===== src/rtl/aux_perf_monitor.sv =====
// aux_perf_monitor: RUN/HALTED run-control FSM driving en, gating NumCh event counters with sticky overflow flags.
// Latency: en comes straight from the state register; cnt_out is counter[sel] as held before the last edge (1 cycle).
// Backpressure: none; events seen while en==0 are dropped. Macro PERF_SATURATE_EN makes counters saturate instead of wrap.
//
// Port evt carries the per-channel event strobes ("event" is a reserved word in SystemVerilog).
module aux_perf_monitor #(
  parameter int SelBit = 2,
  parameter int CntBit = 32,
  localparam int NumCh = 2 ** SelBit
) (
  input  logic              clk,
  input  logic              rst_n,
  input  logic              resume,
  input  logic              step_mode,
  input  logic              halt,
  input  logic [NumCh-1:0]  evt,
  input  logic              clr,
  input  logic [SelBit-1:0] sel,
  output logic              en,
  output logic [CntBit-1:0] cnt_out,
  output logic [NumCh-1:0]  ovf
);

  typedef enum logic {
    ST_RUN    = 1'b0,
    ST_HALTED = 1'b1
  } state_e;

  localparam logic [CntBit-1:0] CntOne = {{(CntBit-1){1'b0}}, 1'b1};
  localparam logic [CntBit-1:0] CntMax = {CntBit{1'b1}};

  state_e            state_q, state_d;
  logic              resume_q, resume_d;
  logic              resume_rise;
  logic [CntBit-1:0] cnt_q [NumCh];
  logic [CntBit-1:0] cnt_d [NumCh];
  logic [NumCh-1:0]  ovf_q, ovf_d;
  logic [CntBit-1:0] cnt_out_q, cnt_out_d;

  // Resume edge detect; previous sample resets high so a held resume is not an edge.
  always_comb begin
    resume_d    = resume;
    resume_rise = resume & ~resume_q;
  end

  // Run-control state register; reset always lands in RUN.
  always_ff @(posedge clk) begin
    if (!rst_n) begin
      state_q  <= ST_RUN;
      resume_q <= 1'b1;
    end else begin
      state_q  <= state_d;
      resume_q <= resume_d;
    end
  end

  // Next state: halt or step mode parks the core; only a resume edge releases it.
  always_comb begin
    state_d = state_q;
    case (state_q)
      ST_RUN: begin
        if (halt || step_mode) begin
          state_d = ST_HALTED;
        end
      end
      ST_HALTED: begin
        if (resume_rise) begin
          state_d = ST_RUN;
        end
      end
      default: state_d = ST_RUN;
    endcase
  end

  // FSM output: core enabled exactly while running.
  always_comb begin
    en = (state_q == ST_RUN);
  end

  // Counter update: clear beats increments; an increment from all-ones flags overflow.
  always_comb begin
    cnt_d = cnt_q;
    ovf_d = ovf_q;
    if (clr) begin
      for (int i = 0; i < NumCh; i++) begin
        cnt_d[i] = '0;
      end
      ovf_d = '0;
    end else if (en) begin
      for (int i = 0; i < NumCh; i++) begin
        if (evt[i]) begin
          if (cnt_q[i] == CntMax) begin
            ovf_d[i] = 1'b1;
`ifdef PERF_SATURATE_EN
            cnt_d[i] = CntMax;
`else
            cnt_d[i] = '0;
`endif
          end else begin
            cnt_d[i] = cnt_q[i] + CntOne;
          end
        end
      end
    end
  end

  // Readout mux samples the pre-edge counter so cnt_out lags sel by one edge.
  always_comb begin
    cnt_out_d = cnt_q[sel];
  end

  // Counter, overflow and readout registers.
  always_ff @(posedge clk) begin
    if (!rst_n) begin
      cnt_q     <= '{default: '0};
      ovf_q     <= '0;
      cnt_out_q <= '0;
    end else begin
      cnt_q     <= cnt_d;
      ovf_q     <= ovf_d;
      cnt_out_q <= cnt_out_d;
    end
  end

  assign cnt_out = cnt_out_q;
  assign ovf     = ovf_q;

endmodule


===== config.mk =====
export PLATFORM = sky130hd
export DESIGN_NAME = aux_perf_monitor
export DESIGN_NICKNAME = d
export VERILOG_FILES = /design/src/rtl/aux_perf_monitor.sv
export SDC_FILE = /design/constraint.sdc
export NUM_CORES = 1
export LEC_CHECK = 0
export CAP_MARGIN = 20
export CORE_ASPECT_RATIO = 0.8
export CORE_MARGIN = 8
export CORE_UTILIZATION = 55
export DETAILED_ROUTE_END_ITERATION = 12
export DONT_BUFFER_PORTS = 1
export PLACE_DENSITY = 0.75
export REMOVE_ABC_BUFFERS = 1
export SLEW_MARGIN = 20
export SYNTH_ARGS = -nofsm -noshare
export SYNTH_HDL_FRONTEND = slang
export SYNTH_SLANG_ARGS = --single-unit

===== constraint.sdc =====
create_clock -name clk -period 2.59 [get_ports clk]
set_input_delay 0.6475 -clock clk [delete_from_list [all_inputs] [get_ports clk]]
set_output_delay 0.6475 -clock clk [all_outputs]
set_load 0.05 [all_outputs]

==> Yosys cells after proc, flatten, opt, wreduce, memory -nomap -nowiden <==
Index checks and enable logic that the tools add are counted.
{ "totals": {"wordCells": 45, "regBits": 166, "out_inout_bits": 37, "input_bits": 12} }
{ "classes": {"add_sub_neg": 4, "bitwise_logic": 5, "n_mux": 10, "n_reduce_logical": 10, "order_cmp": 1, "n_eq_ne": 4} }
{ "op_table": {"columns": ["op", "count"], "rows": [
  ["$mux W32", 6],
  ["$add A32 B1 Y32 const B", 4],
  ["$eq A32 B32 Y1 const B", 4],
  ["$bmux W32 S2", 1],
  ["$reduce_and A3 Y1", 4],
  ["$reduce_and A2 Y1", 4],
  ["$ge A3 B3 Y1 const B", 1],
  ["$not A1 Y1", 3],
  ["$not A2 Y3", 1],
  ["$mux W1", 2],
  ["$pmux W1 S2", 1],
  ["$reduce_or A2 Y1", 1],
  ["$and A1 B1 Y1", 1],
  ["$logic_or A1 B1 Y1", 1]
]} }

==> Depth between registers and ports, before layout <==
{ "depth": {"depth_word": 4, "ltp_mapped": 7, "depth_no_buf": 6} }

==> Least setup slack after synthesis <==
Ideal clock, no wire load.
{ "synth_timing": {"kind": "input -> register", "startpoint": "in sel[1]", "endpoint": "reg cnt_out_q[4] (netlist: cnt_out[4])", "setup_slack_ps": 603, "path_buffers": 2, "setup_ps": 115, "required_ps": 2475, "cell_stages": 4, "t_arrival_ps": 1872, "path_cell_list": "clkbuf_1 -> buf_2 -> mux4_1 -> and2_1"} }
{ "synth_via": {"elab_chain_len": 4} }
{ "synth_rtl": {"columns": ["item", "line", "rtl"], "rows": [
  ["start, declared", "18", "input logic [SelBit-1:0] sel,"],
  ["$not A2 Y3 (implied by the code)", "109", "cnt_out_d = cnt_q[sel];"],
  ["$bmux W32 S2", "109", null],
  ["$mux W32 (implied by the code) (2 in a row)", "109", null],
  ["end signal, assigned", "121", "cnt_out_q <= cnt_out_d;"],
  ["end, declared", "38", "logic [CntBit-1:0] cnt_out_q, cnt_out_d;"]
]} }
Every way passes these cells. The select of a mux whose other input is x is not followed.
A chain may end at the register's enable or synchronous reset.

==> Worst setup path in the final report <==
{ "layout_timing": {"startpoint": "reg cnt_q[32] (netlist name)", "endpoint": "reg cnt_q[49] (netlist name)"} }
{ "layout_via": {"elab_chain_len": 2, "elab_cells_between_ends": 3} }
{ "layout_rtl": {"columns": ["item", "line", "rtl"], "rows": [
  ["start, declared", "35", "logic [CntBit-1:0] cnt_q [NumCh];"],
  ["start signal, assigned", "119", "cnt_q <= cnt_d;"],
  ["$add A32 B1 Y32 or $eq A32 B32 Y1 (tied branches)", "100, 92", null],
  ["$mux W32 (*)", "92", "if (cnt_q[i] == CntMax) begin"]
]} }
Every way passes the cells marked *; elsewhere a longest branch is shown, timed or not.

==> impl_results.rst <==
.. list-table::
   :header-rows: 1

   * - Metric
     - Value
   * - Run status
     - completed
   * - Total count of hold-check failures in the final report
     - 0
   * - Area growth from synthesis to final layout
     - 11.4%
   * - Number of antenna violations at the first check in global routing
     - 0
   * - Average wire per cell in the routed design
     - 19.8 um
   * - Post-Syn Area
     - 7750 sq um
   * - Maximum achievable frequency
     - 438 MHz
   * - CP max stage delay
     - 0.43 ns
   * - Final-report setup violation count
     - 0
   * - Vert. Die Dim
     - 122 um
   * - Ys flop type
     - dfxtp_1
   * - Worst Setup Path Type
     - flop to flop
   * - Initial core utilization
     - 56.8%
   * - CP startpoint
     - cnt_q[32]
   * - Clock Sinks
     - 166
   * - Worst Reg-to-Reg Cells
     - 7
   * - Leakage power
     - 0.00289 uW
   * - RSZ-0062 raised after global routing
     - false
   * - Grt ovf
     - 0
   * - Worst clock skew
     - 0.00824 ns
   * - Post-synthesis average cell area
     - 9.73 sq um
   * - Area share of the leading cell type in the synthesized netlist
     - 42.9%
   * - Global placer's final weighted congestion
     - 0.899
   * - Iteration-0 DRC count of the detailed router
     - 684
   * - Die span in x
     - 149 um
   * - Kind of start point of the critical path
     - flop
   * - Number of H-tree levels
     - 4
   * - Worst rel slew slack
     - 54.4%
   * - Number of remaining DRC errors
     - 0
   * - R2R setup slack
     - 0.30 ns
   * - Routed wire length
     - 19.8 mm
   * - Number of nets in the layout
     - 824
   * - Endpoint of the worst setup timing path
     - cnt_q[49]
   * - Cell types occupying the most area after synthesis
     - dfxtp_1 (43%), xor2_1 (9.4%), mux4_2 (9.0%), nor2_1 (6.8%), nand4_1 (3.6%)
   * - Placement row count
     - 38
   * - CTS tree
     - done
   * - Final total power
     - 5370 uW
   * - Min cycle time layout
     - 2.29 ns
   * - Worst-case setup slack after placement
     - 0.330 ns
   * - Crit path buf inv count
     - 1
   * - Clk Tree Root Cell
     - clkbuf_16
   * - Flop and latch count out of synthesis
     - 166
   * - Leading area contributor after synthesis
     - dfxtp_1
   * - Worst Slack Setup Final
     - 0.305 ns
   * - Post-cts sizing count
     - 0
   * - Wire length of the first global-routing pass
     - 31.8 mm
   * - Worst IR drop on VDD
     - 0.000491 V
   * - Register area share after synthesis
     - 42.9%
   * - Ratio of cells with drive above 1 in the final layout
     - 12.8%
   * - Clock transition at path regs
     - 0.07 ns
   * - Global-route usage over all layers
     - 22.7%
   * - Synth async-reset ratio
     - 0%
   * - CP max FO
     - 18
   * - Number of buffers added by the clock tree synthesis step
     - 17
   * - Number of library cell types mapped by synthesis
     - 51
   * - Req. time, crit path
     - 2.92 ns
   * - Number of slew-limit violations in the final report
     - 0
   * - Per-cell via count in the routed design
     - 6.08
   * - Setup TNS
     - 0 ns
   * - Via count of the routed design
     - 6089
   * - Number of standard cells after synthesis
     - 797
   * - Maximum capacitance violations
     - 0
   * - Endpoint kind of the worst setup timing path
     - flop
   * - Class of the tightest hold or removal check
     - input pin to flop
   * - Overall die area
     - 18200 sq um
   * - Clock insertion delay at the later pin of the skew report
     - 0.44 ns
   * - Top cell by count, worst path
     - nor2_1
   * - Arrival time reported for the critical path endpoint
     - 2.61 ns
   * - Number of enable flip-flop cells after synthesis
     - 0
   * - Commonest cells after routing, fill and taps aside
     - dfxtp_1 (166), nor2_1 (140), xor2_1 (83)
   * - Cell family contributing the most delay on the critical path
     - simple AND/OR/NAND/NOR gates
   * - Clock Tree Buf Depth
     - 2
   * - Cell with the biggest individual delay on the critical path
     - dfxtp_1
   * - Synth warn
     - 0
   * - Port Buffers
     - 0
   * - Maximum number of pins on one net before global-route repair
     - 37
   * - Count of cell instances traversed by the critical path
     - 7
   * - Total power divided by cell area
     - 623 nW/um^2
   * - Tcrit/Tclk final
     - 88.2%
   * - Placeable core area
     - 13600 sq um
   * - Antenna cells
     - 0
   * - DPL Wire Length
     - 14.5 mm
   * - Worst-path cell chain
     - ha_1 -> nand3_1 -> nor2_1 -> nand3_2 -> o21ai_4 -> buf_12 -> nor2_1
   * - FF-to-FF End
     - cnt_q[49]
   * - Via count of the first global-routing pass
     - 5848
   * - Cts hold-fix bufs
     - 0
   * - Pre-Repair DR Iteration Count
     - 5
   * - Antenna violation net count after detailed routing
     - 0
   * - IO Count
     - 49
   * - Slew @ Worst Pin
     - 0.679 ns
   * - Most common library cell in the layout ignoring fill and taps
     - dfxtp_1
   * - Crit Reg-Reg Startpoint
     - cnt_q[32]
   * - Post-CTS setup buffers
     - 0
worst min-delay path by stage:
stage	end	startpoint	slack, ns	cells after the start
final	resume_q	rst_n	0.29	1
after global routing	resume_q	rst_n	0.28	1
after CTS	resume_q	rst_n	0.28	1
after detailed placement	cnt_q[33]	cnt_q[33]	0.52	2
after global placement	cnt_q[123]	cnt_q[123]	0.49	2
after floorplan	cnt_q[33]	cnt_q[33]	0.46	2
area by class of cell:
class	count	area (sq um)
inverter	6	22.5
clock buffer	20	447
tap	180	225
multi-input combinational	599	4270
sequential	166	3320
timing repair buffer	18	173
fill	1074	5010
clock inverter	12	178
Yosys cell counts, drive strengths merged (2+ instances only):
cell    count
nand4      48
xnor2      32
nor3       15
and4       12
and3       12
o21a        4
nor2      140
nand3b      2
or4         2
inv         6
nand3      52
dfxtp     166
a21oi       4
or2         2
a31oi       2
o21ai      11
buf        12
and2       34
nor4       16
nor2b       6
mux4       32
o311a       2
nand2b      5
nand4b      7
nand2      56
or3         8
ha          4
xor2       83
clkbuf     14
cells by family (layout without fill, tap and decap cells):
logic type | after synthesis | after routing | synth area share [%]
xor gates and xnor gates | 115 | 115 | 13.0
and+or+nand+nor | 418 | 418 | 28.9
muxes | 33 | 33 | 9.49
DFF | 166 | 166 | 42.9
adders and majority gates | 4 | 4 | 0.646
AOI/OAI and AO/OA | 29 | 29 | 2.92
buffers and inverters | 32 | 56 | 2.13
power breakdown:
group,switching [uW],internal (uW)
combinational,63.6,51.5
sequential,13.2,2560
clock,1050,1640
total,1130,4250
registers in the layout, indices dropped and copies added, names as in the netlist:
| register | flops |
|---|---|
| cnt_out | 32 |
| state_q | 1 |
| ovf | 4 |
| cnt_q | 128 |
| resume_q | 1 |
metal layers:
metal | up-vias | GRT usage [%] | wire length [um]
li1 | 2830 | - | -
met1 | 2980 | 31.0 | 8850
met2 | 252 | 34.0 | 8900
met3 | 27 | 6.38 | 1790
met4 | 0 | 7.82 | 287
met5 | - | 0 | 0
metrics by stage:
step	utilization (%)	std cells	instance area, sq um	hold slack, ns
final	63.3	1001	8630	0.291
after global routing	63.3	1001	8630	0.280
after CTS	63.3	1001	8630	0.277
after detailed placement	58.7	969	8010	0.520
after global placement	58.7	969	8010	0.493
after floorplan	-	771	7610	0.463
Power figures use the tool's default switching activity.
